===== src/rtl/cam_ctrl_pkg.sv =====
// Shared definitions for the camera bring-up sequencer: state encoding and
// the default sensor chip ID.
package cam_ctrl_pkg;

    typedef enum logic [2:0] {
        PWR_WAIT = 3'd0,
        RST_WAIT = 3'd1,
        CFG_RUN  = 3'd2,
        CHECK    = 3'd3,
        READY    = 3'd4,
        FAIL     = 3'd5
    } cam_state_t;

    localparam logic [15:0] DEFAULT_EXP_CHIP_ID = 16'h0219;

    function automatic int max3(input int a, input int b, input int c);
        int m;
        m = (a > b) ? a : b;
        return (m > c) ? m : c;
    endfunction

endpackage


===== src/rtl/camera_power_seq_dwell_timer.sv =====
// Generic dwell up-counter with synchronous clear, count enable and a
// terminal-count compare against a per-state limit.
module dwell_timer #(
    parameter int W = 8
) (
    input  logic         clk,
    input  logic         rstn,
    input  logic         clear,
    input  logic         enable,
    input  logic [W-1:0] limit,
    output logic         at_limit
);

    logic [W-1:0] count_reg;

    always_ff @(posedge clk or negedge rstn) begin
        if (!rstn) begin
            count_reg <= '0;
        end else if (clear) begin
            count_reg <= '0;
        end else if (enable) begin
            count_reg <= count_reg + W'(1);
        end
    end

    assign at_limit = (count_reg == limit);

endmodule


===== src/rtl/camera_power_seq.sv =====
// Camera power-up / bring-up sequencer: shutdown hold, config-block reset
// release, config-done wait with timeout, chip ID check and bounded retries.
module camera_power_seq
    import cam_ctrl_pkg::*;
#(
    parameter int          T_PWR_CYC         = 100000,
    parameter int          T_RST_CYC         = 50000,
    parameter int          T_CFG_TIMEOUT_CYC = 50000000,
    parameter int          MAX_RETRY         = 3,
    parameter logic [15:0] EXP_CHIP_ID       = DEFAULT_EXP_CHIP_ID
) (
    input  logic       clk,
    input  logic       rstn,
    input  logic       restart,
    input  logic       cfg_done,
    input  logic [7:0] chip_version_h,
    input  logic [7:0] chip_version_l,
    output logic       cam_xclr,
    output logic       cfg_rstn,
    output logic       cam_ready,
    output logic       cam_fail,
    output logic [3:0] retry_cnt,
    output logic       id_mismatch
);

    localparam int T_MAX = max3(T_PWR_CYC, T_RST_CYC, T_CFG_TIMEOUT_CYC);
    localparam int CNT_W = ($clog2(T_MAX) > 0) ? $clog2(T_MAX) : 1;

    cam_state_t   state_reg, state_next;
    logic [3:0]   retry_reg, retry_next;
    logic         mismatch_reg, mismatch_next;
    logic         xclr_reg, cfg_rstn_reg, ready_reg, fail_reg;
    logic         attempt_fail;
    logic [CNT_W-1:0] cnt_limit;
    logic         cnt_done;
    logic         cnt_clear;
    logic         cnt_enable;

    // One dwell counter shared by all timed states; restarted on every state entry.
    assign cnt_clear  = (state_next != state_reg);
    assign cnt_enable = (state_reg == PWR_WAIT) || (state_reg == RST_WAIT) ||
                        (state_reg == CFG_RUN);

    always_comb begin
        cnt_limit = '0;
        case (state_reg)
            PWR_WAIT: cnt_limit = CNT_W'(T_PWR_CYC - 1);
            RST_WAIT: cnt_limit = CNT_W'(T_RST_CYC - 1);
            CFG_RUN:  cnt_limit = CNT_W'(T_CFG_TIMEOUT_CYC - 1);
            default:  cnt_limit = '0;
        endcase
    end

    dwell_timer #(
        .W(CNT_W)
    ) u_dwell (
        .clk      (clk),
        .rstn     (rstn),
        .clear    (cnt_clear),
        .enable   (cnt_enable),
        .limit    (cnt_limit),
        .at_limit (cnt_done)
    );

    always_comb begin
        state_next    = state_reg;
        retry_next    = retry_reg;
        mismatch_next = mismatch_reg;
        attempt_fail  = 1'b0;
        case (state_reg)
            PWR_WAIT: if (cnt_done) state_next = RST_WAIT;
            RST_WAIT: if (cnt_done) state_next = CFG_RUN;
            CFG_RUN: begin
                // A done flag arriving on the timeout cycle still counts.
                if (cfg_done) state_next = CHECK;
                else if (cnt_done) attempt_fail = 1'b1;
            end
            CHECK: begin
                if ({chip_version_h, chip_version_l} == EXP_CHIP_ID) begin
                    state_next = READY;
                end else begin
                    mismatch_next = 1'b1;
                    attempt_fail  = 1'b1;
                end
            end
            READY, FAIL: begin
                if (restart) begin
                    state_next    = PWR_WAIT;
                    retry_next    = '0;
                    mismatch_next = 1'b0;
                end
            end
            default: state_next = PWR_WAIT;
        endcase

        if (attempt_fail) begin
            if (retry_reg == 4'(MAX_RETRY)) begin
                state_next = FAIL;
            end else begin
                retry_next = retry_reg + 4'd1;
                state_next = PWR_WAIT;
            end
        end
    end

    // Outputs are registered from the next state so they change on the same
    // edge as the state register.
    always_ff @(posedge clk or negedge rstn) begin
        if (!rstn) begin
            state_reg    <= PWR_WAIT;
            retry_reg    <= '0;
            mismatch_reg <= 1'b0;
            xclr_reg     <= 1'b0;
            cfg_rstn_reg <= 1'b0;
            ready_reg    <= 1'b0;
            fail_reg     <= 1'b0;
        end else begin
            state_reg    <= state_next;
            retry_reg    <= retry_next;
            mismatch_reg <= mismatch_next;
            xclr_reg     <= state_next inside {RST_WAIT, CFG_RUN, CHECK, READY};
            cfg_rstn_reg <= state_next inside {CFG_RUN, CHECK, READY};
            ready_reg    <= (state_next == READY);
            fail_reg     <= (state_next == FAIL);
        end
    end

    assign cam_xclr    = xclr_reg;
    assign cfg_rstn    = cfg_rstn_reg;
    assign cam_ready   = ready_reg;
    assign cam_fail    = fail_reg;
    assign retry_cnt   = retry_reg;
    assign id_mismatch = mismatch_reg;

endmodule


===== config.mk =====
export PLATFORM = sky130hd
export DESIGN_NAME = camera_power_seq
export DESIGN_NICKNAME = d
export VERILOG_FILES = /design/src/rtl/cam_ctrl_pkg.sv /design/src/rtl/camera_power_seq_dwell_timer.sv /design/src/rtl/camera_power_seq.sv
export SDC_FILE = /design/constraint.sdc
export NUM_CORES = 1
export LEC_CHECK = 0
export ABC_AREA = 1
export ABC_CLOCK_PERIOD_IN_PS = 2350
export CAP_MARGIN = 10
export CORE_MARGIN = 5
export CORE_UTILIZATION = 56
export CTS_CLUSTER_DIAMETER = 60
export DETAILED_ROUTE_END_ITERATION = 8
export GPL_ROUTABILITY_DRIVEN = 0
export PLACE_DENSITY = 0.92
export SKIP_CTS_REPAIR_TIMING = 1
export SYNTH_ARGS = -nofsm -noshare
export SYNTH_HDL_FRONTEND = slang
export SYNTH_SLANG_ARGS = --single-unit

===== constraint.sdc =====
create_clock -name clk -period 2.35 [get_ports clk]
set_input_delay 0.5875 -clock clk [delete_from_list [all_inputs] [get_ports clk]]
set_output_delay 0.5875 -clock clk [all_outputs]
set_load 0.02 [all_outputs]

# [Word-level counts from Yosys, hierarchy flattened]
# Index checks and enable logic that the tools add are counted.
[totals] regBits=38 input_bits=20 output_inout_bits=9 wordCells=57
[classes] addsub=2 n_eq_ne=16 muxes=22 n_reduce_logical=9
[ops] op="case mux 26 bit (3 select lines)" n=1
[ops] op="2-to-1 mux 26 bit" n=2
[ops] op="adder 26 x 1 -> 26 bit, second input constant" n=1
[ops] op="equality test 26 bit" n=1
[ops] op="2-to-1 mux 3 bit" n=7
[ops] op="equality test 16 x 10 -> 1 bit, second input constant" n=1
[ops] op="2-to-1 mux 4 bit" n=4
[ops] op="case mux 3 bit (5 select lines)" n=1
[ops] op="equality test 3 x 2 -> 1 bit, second input constant" n=4
[ops] op="equality test 3 bit, second input constant" n=4
[ops] op="equality test 3 x 1 -> 1 bit, second input constant" n=2
[ops] op="2-to-1 mux 1 bit" n=5
[ops] op="adder 4 x 1 -> 4 bit, second input constant" n=1
[ops] op="equality test 4 x 2 -> 1 bit, second input constant" n=1
[ops] op="!= test 2 bit, second input constant" n=2
[ops] op="case mux 1 bit (2 select lines)" n=2
[ops] op="nonzero test 2 bit" n=2
[ops] op="nonzero test 4 bit" n=1
[ops] op="logical NOT 3 bit" n=1
[ops] op="!= test 3 bit" n=1
[ops] op="AND reduction 3 bit" n=1
[ops] op="nonzero test 3 bit" n=1
[ops] op="logical OR 1 bit" n=2
[ops] op="OR reduction 2 bit" n=1

# [Longest topological paths before layout]
# Gate-level depths: netlist of the first run.
[logic_depth] word_depth=9 ltp_mapped=17 ltp_nobuf=16

# [Modules after synthesis]
# A second synthesis of the first run with hierarchy kept.
[unflattened] hier_cells=405 area_unflattened_um2=2695.1
[by_module_without_submodules] mod="dwell_timer" n_inst=1 cells_each=300 area_each_um2=1930.6 seq_area_each_um2=650.6
[by_module_without_submodules] mod="camera_power_seq" n_inst=1 cells_each=105 area_each_um2=764.5 seq_area_each_um2=300.3

# [Least setup slack after synthesis of the first run]
# OpenSTA, ideal clock, no wires.
[synth_timing] path_kind="reg-to-reg" start="reg state_reg[0]" end="reg u_dwell.count_reg[8]" setup_ps=119 arrival_ps=1913 t_required_ps=2231 setup_slack_ps=318 stages_incl_launch_ff=18 path_buffers=1 synth_period_minus_slack_ps=2032 cell_sequence="dfrtp_1 nor2_4 nand2_2 inv_2 nand3_1 nand2_1 nand2_1 nor2_4 nand3_2 nand2_4 nand2_2 nand2_1 nand2_1 nand2_1 nor2_4 buf_4 nand4_1 nand2_1"
[synth_between] elab_chain_cells=9 elab_cells_between_ends=24 classes_between="eq/ne: 7; mux: 12; reduce/logical: 5"
[synth_lines] element="start, declared" line="camera_power_seq.sv:29" text="cam_state_t state_reg, state_next;"
[synth_lines] element="start signal, assigned" line="camera_power_seq.sv:118" text="state_reg <= state_next;"
[synth_lines] element="equality test 3 x 2 -> 1 bit (tied with other cells)" line="camera_power_seq.sv:46, camera_power_seq.sv:70"
[synth_lines] element="case mux 26 bit (3 select lines)" line="camera_power_seq.sv:46" text="case (state_reg)"
[synth_lines] element="equality test 26 bit" line="camera_power_seq_dwell_timer.sv:26" text="assign at_limit = (count_reg == limit);"
[synth_lines] element="2-to-1 mux 1 bit" line="camera_power_seq.sv:76" text="else if (cnt_done) attempt_fail = 1'b1;"
[synth_lines] element="2-to-1 mux 1 bit" line="camera_power_seq.sv:75" text="if (cfg_done) state_next = CHECK;"
[synth_lines] element="case mux 1 bit (2 select lines)" line="camera_power_seq.sv:70" text="case (state_reg)"
[synth_lines] element="2-to-1 mux 3 bit *" line="camera_power_seq.sv:96" text="if (attempt_fail) begin"
[synth_lines] element="named net state_next[2]" line="camera_power_seq.sv:29"
[synth_lines] element="!= test 3 bit *" line="camera_power_seq.sv:40" text="assign cnt_clear = (state_next != state_reg);"
[synth_lines] element="2-to-1 mux 26 bit or nonzero test 2 bit (tied branches)"
[synth_lines] element="end signal, assigned" line="camera_power_seq_dwell_timer.sv:22" text="count_reg <= count_reg + W'(1);"
[synth_lines] element="end, declared" line="camera_power_seq_dwell_timer.sv:14" text="logic [W-1:0] count_reg;"
# The timed path passes the listed nets; every way through them passes the cells marked *.
# A chain may end at the register's enable or synchronous reset.

# [Final worst setup path of the first run]
[layout_timing] start="in chip_version_h[4]" end="reg u_dwell.count_reg[24]"
[layout_between] elab_chain_cells=6 elab_cells_between_ends=9 classes_between="eq/ne: 2; mux: 6; reduce/logical: 1"
[layout_lines] element="start, declared" line="camera_power_seq.sv:16" text="input logic [7:0] chip_version_h,"
[layout_lines] element="equality test 16 x 10 -> 1 bit *" line="camera_power_seq.sv:79" text="if ({chip_version_h, chip_version_l} == EXP_CHIP_ID) begin"
[layout_lines] element="2-to-1 mux 3 bit or 2-to-1 mux 1 bit (tied branches)" line="camera_power_seq.sv:79"
[layout_lines] element="case mux 3 bit (5 select lines) or case mux 1 bit (2 select lines) (tied branches)" line="camera_power_seq.sv:70"
[layout_lines] element="2-to-1 mux 3 bit *" line="camera_power_seq.sv:96"
[layout_lines] element="!= test 3 bit *" line="camera_power_seq.sv:40"
[layout_lines] element="2-to-1 mux 26 bit or nonzero test 2 bit (tied branches)"
# Every way passes the cells marked *; elsewhere a longest branch is shown, timed or not.

==> run_results.csv, run 1 <==
group,metric,value,unit
yosys,yosys.area_share.simple,45.1,%
final_layout,area_growth,30.5,%
timing,fin_ws,-0.0430,ns
setup_path,critPathRequiredTime,2.59,ns
drt,vias,2683,
yosys,async_flop_share,100,%
worst_hold_path,hp-class,"input port to async pin",
setup_path,cp-start-kind,"input port",
final_layout,largest_reg_flops,26,
die,die_h,77.0,µm
grt,grt_overflow,0,
drt,wire_per_inst,15.0,µm
die,fp.dieW,77.0,µm
die,coreArea,4350,µm²
timing,worstMarginPinSlew,0.845,ns
power_and_ir_drop,p_leak,1.61,nW
timing,max_slew_margin,43.6,%
yosys,synth_area,2510,µm²
yosys,synth_xor_area_share,2.44,%
final_layout,final_cells,475,
drt,first_iter_violations,319,
clock_network,cts.path.max_buffers,2,
yosys,synth-edff-count,0,
placement,post-place-ws,-0.304,ns
grt,grtUsageTotal,22.0,%
power_and_ir_drop,p_per_area,513,nW/µm²
grt,grt_pass1_vias,2407,
clock_network,cts_tree,"done",
drt,drtAntennaViolNets,0,
yosys,synth_compound_area_share,3.78,%
yosys,ys_types,30,
die,start_util,57.8,%
job,max_cap_violations,0,
timing,tns,-0.0503,ns
power_and_ir_drop,ir_drop,451,µV
clock_network,path_clk_slew,0.08,ns
timing,slew_violations,0,
yosys,synth_top_family_by_area,"simple AND/OR/NAND/NOR gates",
yosys,synthMuxAreaShare,0,%
yosys,ys_ff_latch,38,
timing,setup_viol,3,
timing,fin_skew,0.00556,ns
grt,antenna_found_initial,0,
yosys,yosys.area_share.adder,0.995,%
yosys,synth_nets,391,
clock_network,htree_levels,2,
clock_network,cts-buffers-inserted,5,
final_layout,layout-drive-gt1-share,19.4,%
final_layout,nNetsFinal,444,
timing,max_freq,418,MHz
die,num_io_pins,29,
placement,hpwl,4860,µm
grt,grt_pass1_wl,10700,µm
status,violations,"negative setup slack",
yosys,netlist_instances,369,
status,status,"finished, violations left",
yosys,ys_warn_count,0,
drt,via_per_inst,5.65,
setup_path,arrival,2.63,ns
grt,grt_max_degree,39,
timing,period_minus_slack,2.39,ns
placement,io_buffers,28,
yosys,seq_area_frac_synth,37.8,%
yosys,avgSynthCellArea,6.82,µm²
drt,first_pass_iters,5,
drt,wl,7140,µm
timing,hold_viol,0,
die,row_count,24,
placement,placed_cells,461,
setup_path,reg2reg_slack,-0.04,ns
die,dieArea,5930,µm²
final_layout,antenna_cells,0,
timing,fin_crit_sh,102,%
drt,drc,0,
timing,rsz0062_at_grt,"true",
setup_path,endpoint_kind,"flip-flop",
clock_network,cts_root_buffer,"clkbuf_8",
clock_network,clkLatencyLatePin,0.30,ns
setup_path,crit_type,"input port to flip-flop",
clock_network,clock-sinks,38,
yosys,synth-main-ff-cell,"dfrtp_1",
setup_path,worst-path-max-fanout,7,
## final cells by class
| cell class | count | area [µm²] |
|---|---|---|
| Clock buffer | 5 | 68.8 |
| Clock inverter | 3 | 68.8 |
| Fill cell | 295 | 1070 |
| Inverter | 59 | 224 |
| Multi-Input combinational cell | 269 | 1450 |
| Sequential cell | 38 | 955 |
| Tap cell | 52 | 65.1 |
| Timing Repair Buffer | 49 | 455 |
## per-stage QoR
step | instance area, µm² | power, mW | utilization [%] | hold WS (ns)
6_report | 3280 | 1.68 | 75.4 | 0.380
2_1_floorplan | 2510 | 0.915 | - | 0.292
4_1_cts | 3090 | 1.68 | 71.0 | 0.419
3_3_place_gp | 2950 | 0.986 | 67.8 | 0.490
3_5_place_dp | 2950 | 1.00 | 67.8 | 0.503
5_1_grt | 3280 | 1.76 | 75.4 | 0.472
## kinds of logic after synthesis
logic type | Yosys count
AO/OA/AOI/OAI | 18
XOR/XNOR | 7
adder cells (fa/ha/maj) | 2
AND/OR/NAND/NOR | 242
buffers and inverters | 62
flip-flops | 38
## worst paths after layout
kind / from / endpoint / depth (start not counted)
setup / recovery: chip_version_h[4] / u_dwell.count_reg[24]$_DFFE_PN0P_ / 11
hold / removal: rstn / u_dwell.count_reg[2]$_DFFE_PN0P_ / 1
setup reg to reg: state_reg[2]$_DFF_PN0_ / u_dwell.count_reg[24]$_DFFE_PN0P_ / 16
hold reg to reg: id_mismatch$_DFFE_PN0P_ / id_mismatch$_DFFE_PN0P_ / 2
max in group asynchronous: rstn / state_reg[0]$_DFF_PN0_ / 1
min in group clk: id_mismatch$_DFFE_PN0P_ / id_mismatch$_DFFE_PN0P_ / 2
## placed cells by master, fill, tap and decap left out, drive strengths merged
cell,Yosys,final
nor2,70,70
nand3,37,37
dlymetal6s2s,0,1
o211ai,1,1
clkbuf,0,5
buf,3,22
a21oi,6,6
clkinv,1,2
or2,1,1
inv,58,58
o21ai,9,9
clkdlybuf4s50,0,26
nand4,7,7
o22ai,2,2
nor4,5,5
dfrtp,38,38
ha,2,2
xor2,6,6
bufinv,0,2
nor3,24,24
nand2,94,94
and3b,1,1
xnor2,1,1
nand3b,2,2
and3,1,1
## synth_stat cells (2+ instances only)
| library cell | number | area, µm² |
|---|---|---|
| a21oi_1 | 6 | 30.0 |
| buf_4 | 2 | 15.0 |
| dfrtp_1 | 38 | 951 |
| ha_1 | 2 | 25.0 |
| inv_1 | 54 | 203 |
| inv_2 | 4 | 15.0 |
| nand2_1 | 84 | 315 |
| nand2_2 | 7 | 43.8 |
| nand2_4 | 3 | 33.8 |
| nand3_1 | 35 | 175 |
| nand3_2 | 2 | 20.0 |
| nand3b_1 | 2 | 15.0 |
| nand4_1 | 7 | 43.8 |
| nor2_1 | 65 | 244 |
| nor2_4 | 4 | 45.0 |
| nor3_1 | 20 | 100 |
| nor3_2 | 4 | 40.0 |
| nor4_1 | 5 | 31.3 |
| o21ai_0 | 8 | 40.0 |
| o22ai_1 | 2 | 12.5 |
| xor2_1 | 6 | 52.6 |
## critical path, cell delays in order
cell and delay [ns]:
clkdlybuf4s50_1 0.42, nor4_2 0.32, nand3_2 0.18, a21oi_2 0.22, nand3_1 0.17, nand2_1 0.16
nand3_2 0.10, nand2_4 0.12, buf_6 0.14, nand3_2 0.08, nor2_2 0.13
## metal layers
layer	wire length (µm)	vias to the layer above	GRT usage [%]
met3	540	21	5.50
met5	0	-	0
met1	2860	1241	26.9
met4	195	0	7.22
li1	-	1276	-
met2	3540	145	37.8
## power breakdown
group          switching, mW  total (mW)  internal (mW)
logic                  0.128       0.228          0.101
clock network          0.258       0.684          0.425
registers             0.0629       0.771          0.708
Note: power is estimated with default switching activity, not from simulation.
==> inputs of run 2 (changes only) <==
ABC_CLOCK_PERIOD_IN_PS = default   (was 2350)
CAP_MARGIN = default   (was 10)
CORE_UTILIZATION = 58   (was 56)
CTS_BUF_LIST = sky130_fd_sc_hd__clkbuf_4   (was default)
PLACE_DENSITY = 0.94   (was 0.92)
==> run 2 against run 1 <==
- the run still ends with negative setup slack left
- register-to-register slack worse by 0.09 ns
- non-clock buffer count up 2
- fmax down 3.7%
- die area down 3.0%
- clock skew up 0.018 ns
- first-iteration DRC count up 43%
- clock power down 53%
- power down 22%
- utilization down 0.75 points
- largest power group unchanged
==> run_results.csv, run 2 (synthesis gave the netlist of run 1 again) <==
group,metric,value,unit
drt,drtAntennaViolNets,0,
power_and_ir_drop,power_frac_seq,58.5,%
grt,grt_pass1_vias,2490,
timing,fin_ws,-0.136,ns
power_and_ir_drop,p_leak,1.58,nW
power_and_ir_drop,p_per_area,410,nW/µm²
timing,max_freq,402,MHz
clock_network,clkLatencyLatePin,0.36,ns
timing,worstMarginPinSlew,0.832,ns
die,dieArea,5750,µm²
timing,fin_skew,0.0239,ns
timing,period_minus_slack,2.49,ns
timing,setup_viol,26,
drt,first_pass_iters,7,
setup_path,worst-path-max-fanout,6,
timing,max_slew_margin,44.5,%
placement,hpwl,4800,µm
setup_path,critPathRequiredTime,2.63,ns
clock_network,clock-sinks,38,
setup_path,worst_path_largest_cell_delay,0.51,ns
timing,fin_crit_sh,106,%
setup_path,critical_path.cell_chain,"nor2_4 -> nand2_2 -> nand2_1 -> nand2_1 -> nor2_1 -> nand2_1 -> nor2_4 -> buf_4 -> nand2_1 -> nand2_1 -> nand3_1 -> nand2_2 -> nand3_2 -> nand2_4 -> buf_4 -> buf_12 -> nand3_1 -> nor2_1",
drt,wl_met2,3550,µm
setup_path,endpoint_kind,"flip-flop",
die,die_h,75.9,µm
final_layout,final_common_cell,"nand2_1",
timing,holdWs,0.301,ns
drt,wl,7760,µm
die,coreArea,4290,µm²
power_and_ir_drop,ir_drop,274,µV
clock_network,cts_tree,"done",
power_and_ir_drop,p_int,0.911,mW
setup_path,worst_path_most_repeated_cell,"nand2_1",
final_layout,largest_reg_flops,26,
drt,wire_per_inst,16.3,µm
status,violations,"negative setup slack",
grt,grt_pass1_wl,10500,µm
final_layout,area_growth,27.5,%
final_layout,final_util,74.7,%
timing,slew_violations,0,
clock_network,path_clk_slew,0.13,ns
power_and_ir_drop,combPwrFrac,16.9,%
placement,io_buffers,28,
power_and_ir_drop,pwr-share-clk,24.6,%
die,num_io_pins,29,
grt,antenna_found_initial,0,
clock_network,htree_levels,2,
clock_network,cts.path.max_buffers,2,
setup_path,crit_family,"simple AND/OR/NAND/NOR gates",
status,status,"finished, violations left",
power_and_ir_drop,swShare,30.6,%
drt,met3_length,904,µm
worst_hold_path,hp-class,"input port to async pin",
final_layout,antenna_cells,0,
final_layout,layout-drive-gt1-share,17.7,%
drt,wl_met1,2830,µm
drt,drc,0,
setup_path,crit_type,"flip-flop to flip-flop",
timing,hold_viol,0,
clock_network,cts_root_buffer,"clkbuf_4",
final_layout,nNetsFinal,447,
grt,grt_max_degree,39,
drt,vias,2851,
drt,via_per_inst,5.99,
final_layout,layout_common_cells,"nand2_1, nor2_1, inv_1, dfrtp_1, nand3_1",
clock_network,cts-buffers-inserted,5,
setup_path,cp.buffers_inverters,3,
drt,first_iter_violations,455,
setup_path,arrival,2.77,ns
grt,grtUsageTotal,23.7,%
placement,post-place-ws,-0.262,ns
die,start_util,58.6,%
die,fp.dieW,75.9,µm
job,max_cap_violations,0,
grt,grt_overflow,0,
die,row_count,24,
power_and_ir_drop,switching_power,0.403,mW
setup_path,cp-start-kind,"flip-flop",
timing,rsz0062_at_grt,"true",
setup_path,slowest_stage,"dfrtp_2",
drt,topRoutingLayerUsed,"met4",
==> run 2: cell count changes in the layout (fill, tap and decap cells not counted), moves of 2 or more <==
cell / before / now
nand2_2: 6 / 8
nor3_2: 10 / 7
buf_12: 1 / 3
clkbuf_8: 5 / 0
nor2_2: 4 / 2
nor3_1: 14 / 17
bufinv_16: 2 / 0
clkbuf_4: 0 / 5
nor2_1: 61 / 63
==> run 2: through the flow <==
stage | instance area, µm² | cells | setup TNS, ns | power [mW]
floorplan | 2510 | 369 | 0 | 0.915
global placement | 2950 | 461 | -2.68 | 0.985
detailed placement | 2950 | 461 | -5.24 | 0.996
CTS | 3000 | 467 | -0.0478 | 1.31
global route | 3210 | 476 | -5.52 | 1.38
finish | 3210 | 476 | -1.96 | 1.31
==> run 2: worst paths after layout <==
| check | from | end | slack (ns) | cells after the start |
|---|---|---|---|---|
| worst max-delay path | state_reg[2]$_DFF_PN0_ | u_dwell.count_reg[10]$_DFFE_PN0P_ | -0.14 | 18 |
| worst min-delay path | rstn | u_dwell.count_reg[25]$_DFFE_PN0P_ | 0.30 | 1 |
| worst max register to register | state_reg[2]$_DFF_PN0_ | u_dwell.count_reg[10]$_DFFE_PN0P_ | -0.14 | 18 |
| worst min register to register | id_mismatch$_DFFE_PN0P_ | id_mismatch$_DFFE_PN0P_ | 0.53 | 2 |
| max in group asynchronous | rstn | state_reg[1]$_DFF_PN0_ | 1.44 | 1 |
| min in group clk | id_mismatch$_DFFE_PN0P_ | id_mismatch$_DFFE_PN0P_ | 0.53 | 2 |
==> run 2: power by group through the flow <==
stage                     clock (mW)  sequential, mW  combinational, mW
final                          0.323           0.769              0.222
after detailed placement           0           0.779              0.217
after CTS                      0.326           0.767              0.219
after global routing           0.349           0.774              0.253
after global placement             0           0.774              0.211
after floorplan                    0           0.766              0.149
==> run 2: worst register-to-register path, stage by stage, from the launching register on <==
cell,delay [ns]
dfrtp_2,0.51
nor2_4,0.22
nand2_2,0.11
nand2_1,0.08
nand2_1,0.05
nor2_1,0.09
nand2_1,0.10
nor2_4,0.17
buf_4,0.14
nand2_1,0.06
nand2_1,0.08
nand3_1,0.08
nand2_2,0.11
nand3_2,0.10
nand2_4,0.12
buf_4,0.12
buf_12,0.09
nand3_1,0.07
nor2_1,0.11
==> run 2: final cells by class <==
cell class                 instances  area (µm²)
clock inverter                     1        3.75
multi-input combinational        270        1430
fill                             279        1090
clock buffer                       5        37.5
tap                               52        65.1
inverter                          59         226
timing repair buffer              51         489
sequential                        38         955
==> run 2: per-layer routing <==
layer / vias to the layer above / global-route usage, %
met5: - / 0
met2: 227 / 39.7
met4: 0 / 11.8
li1: 1289 / -
met1: 1277 / 28.5
met3: 58 / 5.28
==> inputs of run 3 (changes only) <==
CORE_UTILIZATION = 53   (was 58)
PLACE_DENSITY = 0.91   (was 0.94)
clock period = 2.2 ns   (was 2.35 ns; I/O delays follow)
==> run 3 against run 2 <==
- the run still ends with negative setup slack left
- via count is 5.5% lower
- worst hold slack worse by 0.19 ns
- sequential share of layout area is 1.3 points lower
- global-route usage is 2.3 points lower
- sequential power is 7.0% higher
- power is 28% higher
- setup slack worse by 0.032 ns
- non-clock buffer count is 12 higher
- fmax is 5.0% higher
- clock-buffer cell count stayed put
- critical path type unchanged
- critical endpoint is now u_dwell.count_reg[24]$_DFFE_PN0P_
- largest cell class unchanged
- largest power group unchanged
==> run_results.csv, run 3 (synthesis gave the netlist of run 1 again) <==
group,metric,value,unit
die,fp.dieW,78.9,µm
final_layout,final_common_cell,"nand2_1",
grt,grt_max_degree,39,
timing,holdWs,0.109,ns
final_layout,layout_common_cells,"nand2_1, nor2_1, inv_1, dfrtp_1, buf_4",
grt,antenna_found_initial,0,
timing,period_minus_slack,2.37,ns
drt,wire_per_inst,14.1,µm
timing,fin_crit_sh,108,%
drt,vias,2693,
final_layout,largest_reg_flops,26,
timing,setup_viol,28,
die,start_util,54.0,%
drt,via_per_inst,5.48,
power_and_ir_drop,p_leak,1.66,nW
clock_network,cts-buffers-inserted,5,
power_and_ir_drop,swShare,27.5,%
worst_hold_path,hp-class,"input port to async pin",
status,violations,"negative setup slack",
power_and_ir_drop,pwr-share-clk,36.5,%
die,row_count,25,
placement,dpl_cell_area,3060,µm²
placement,hpwl,4750,µm
placement,io_buffers,28,
die,dieArea,6220,µm²
power_and_ir_drop,switching_power,0.465,mW
clock_network,cts.path.max_buffers,2,
final_layout,nNetsFinal,458,
final_layout,n_fill_cell,319,
setup_path,worst-path-max-fanout,8,
drt,first_pass_iters,5,
final_layout,antenna_cells,0,
power_and_ir_drop,combPwrFrac,14.7,%
grt,grt_pass1_vias,2406,
clock_network,clkLatencyLatePin,0.37,ns
clock_network,path_clk_slew,0.13,ns
timing,rsz0062_at_grt,"true",
clock_network,cts_root_buffer,"clkbuf_4",
drt,wl,6940,µm
power_and_ir_drop,p_int,1.22,mW
drt,drtAntennaViolNets,0,
timing,max_freq,422,MHz
setup_path,crit_type,"flip-flop to flip-flop",
clock_network,htree_levels,2,
timing,hold_viol,0,
timing,worstMarginPinSlew,0.375,ns
timing,fin_ws,-0.168,ns
final_layout,area_growth,33.1,%
grt,grt_overflow,0,
setup_path,critPathRequiredTime,2.51,ns
setup_path,endpoint_kind,"flip-flop",
job,max_cap_violations,0,
timing,slew_violations,0,
clock_network,clock-sinks,38,
clock_network,cts_tree,"done",
timing,max_slew_margin,74.8,%
setup_path,cp-start-kind,"flip-flop",
grt,grt_pass1_wl,10700,µm
die,coreArea,4660,µm²
power_and_ir_drop,power_frac_seq,48.8,%
grt,grtUsageTotal,21.5,%
drt,drc,0,
final_layout,layout-drive-gt1-share,21.7,%
setup_path,arrival,2.68,ns
die,num_io_pins,29,
drt,first_iter_violations,300,
status,status,"finished, violations left",
power_and_ir_drop,ir_drop,333,µV
power_and_ir_drop,p_per_area,504,nW/µm²
die,die_h,78.9,µm
final_layout,final_cell_area,3350,µm²
timing,fin_skew,0.0129,ns
final_layout,final_util,71.8,%
run 3: changes by cell type in the layout (fill, tap and decap cells not counted), moves of 3 or more:
| cell | change |
|---|---|
| nor3_2 | +4 |
| nor3_1 | -4 |
| buf_4 | +12 |
| nand2_1 | -3 |
run 3: worst paths after layout:
kind                                         start                           endpoint  slack [ns]  cells past startpoint
hold / removal                                rstn  u_dwell.count_reg[17]$_DFFE_PN0P_        0.11                      2
max in group asynchronous                     rstn             state_reg[2]$_DFF_PN0_        1.87                      2
hold reg to reg            id_mismatch$_DFFE_PN0P_            id_mismatch$_DFFE_PN0P_        0.53                      2
setup reg to reg            state_reg[2]$_DFF_PN0_  u_dwell.count_reg[24]$_DFFE_PN0P_       -0.17                     16
min in group clk           id_mismatch$_DFFE_PN0P_            id_mismatch$_DFFE_PN0P_        0.53                      2
setup / recovery            state_reg[2]$_DFF_PN0_  u_dwell.count_reg[24]$_DFFE_PN0P_       -0.17                     16
run 3: routing by layer:
| metal | vias to the layer above | GRT usage [%] | wire length (µm) |
|---|---|---|---|
| met2 | 127 | 35.4 | 3240 |
| met5 | - | 0 | 0 |
| li1 | 1304 | - | - |
| met4 | 0 | 7.39 | 249 |
| met1 | 1236 | 27.3 | 2930 |
| met3 | 26 | 5.67 | 511 |
run 3: power groups by stage:
stage	Clock [mW]	Sequential, mW	Combinational, mW
global placement	0	0.827	0.231
floorplan	0	0.818	0.159
detailed placement	0	0.831	0.239
finish	0.615	0.823	0.249
global route	0.650	0.834	0.289
CTS	0.622	0.822	0.242
run 3: layout make-up:
type | instances | area, µm² | share of cell area, %
clock inverter | 3 | 68.8 | 2.06
multi-input combinational | 269 | 1440 | 42.9
sequential | 38 | 955 | 28.5
clock buffer | 5 | 37.5 | 1.12
inverter | 59 | 221 | 6.62
tap | 54 | 67.6 | 2.02
timing repair buffer | 63 | 562 | 16.8
run 3: metrics by stage:
step	power (mW)	TNS (ns)	std cells	setup slack, ns
floorplan	0.977	0	369	0.168
global placement	1.06	-5.75	477	-0.233
detailed placement	1.07	-7.30	477	-0.330
CTS	1.69	-1.84	485	-0.113
global route	1.77	-8.10	491	-0.325
finish	1.69	-3.34	491	-0.168
run 3: critical path, stage by stage, from the launching register on:
cell and delay [ns]:
dfrtp_2 0.49, nor2_4 0.22, nand2_2 0.10, nand2_1 0.08
nand2_1 0.06, nor2_1 0.10, nand2_1 0.10, nor2_4 0.19
nand3_2 0.12, nand2_4 0.13, inv_2 0.08, nand2_2 0.10
nand3_2 0.09, nand2_4 0.14, buf_6 0.15, nand3_1 0.08
nor2_1 0.10
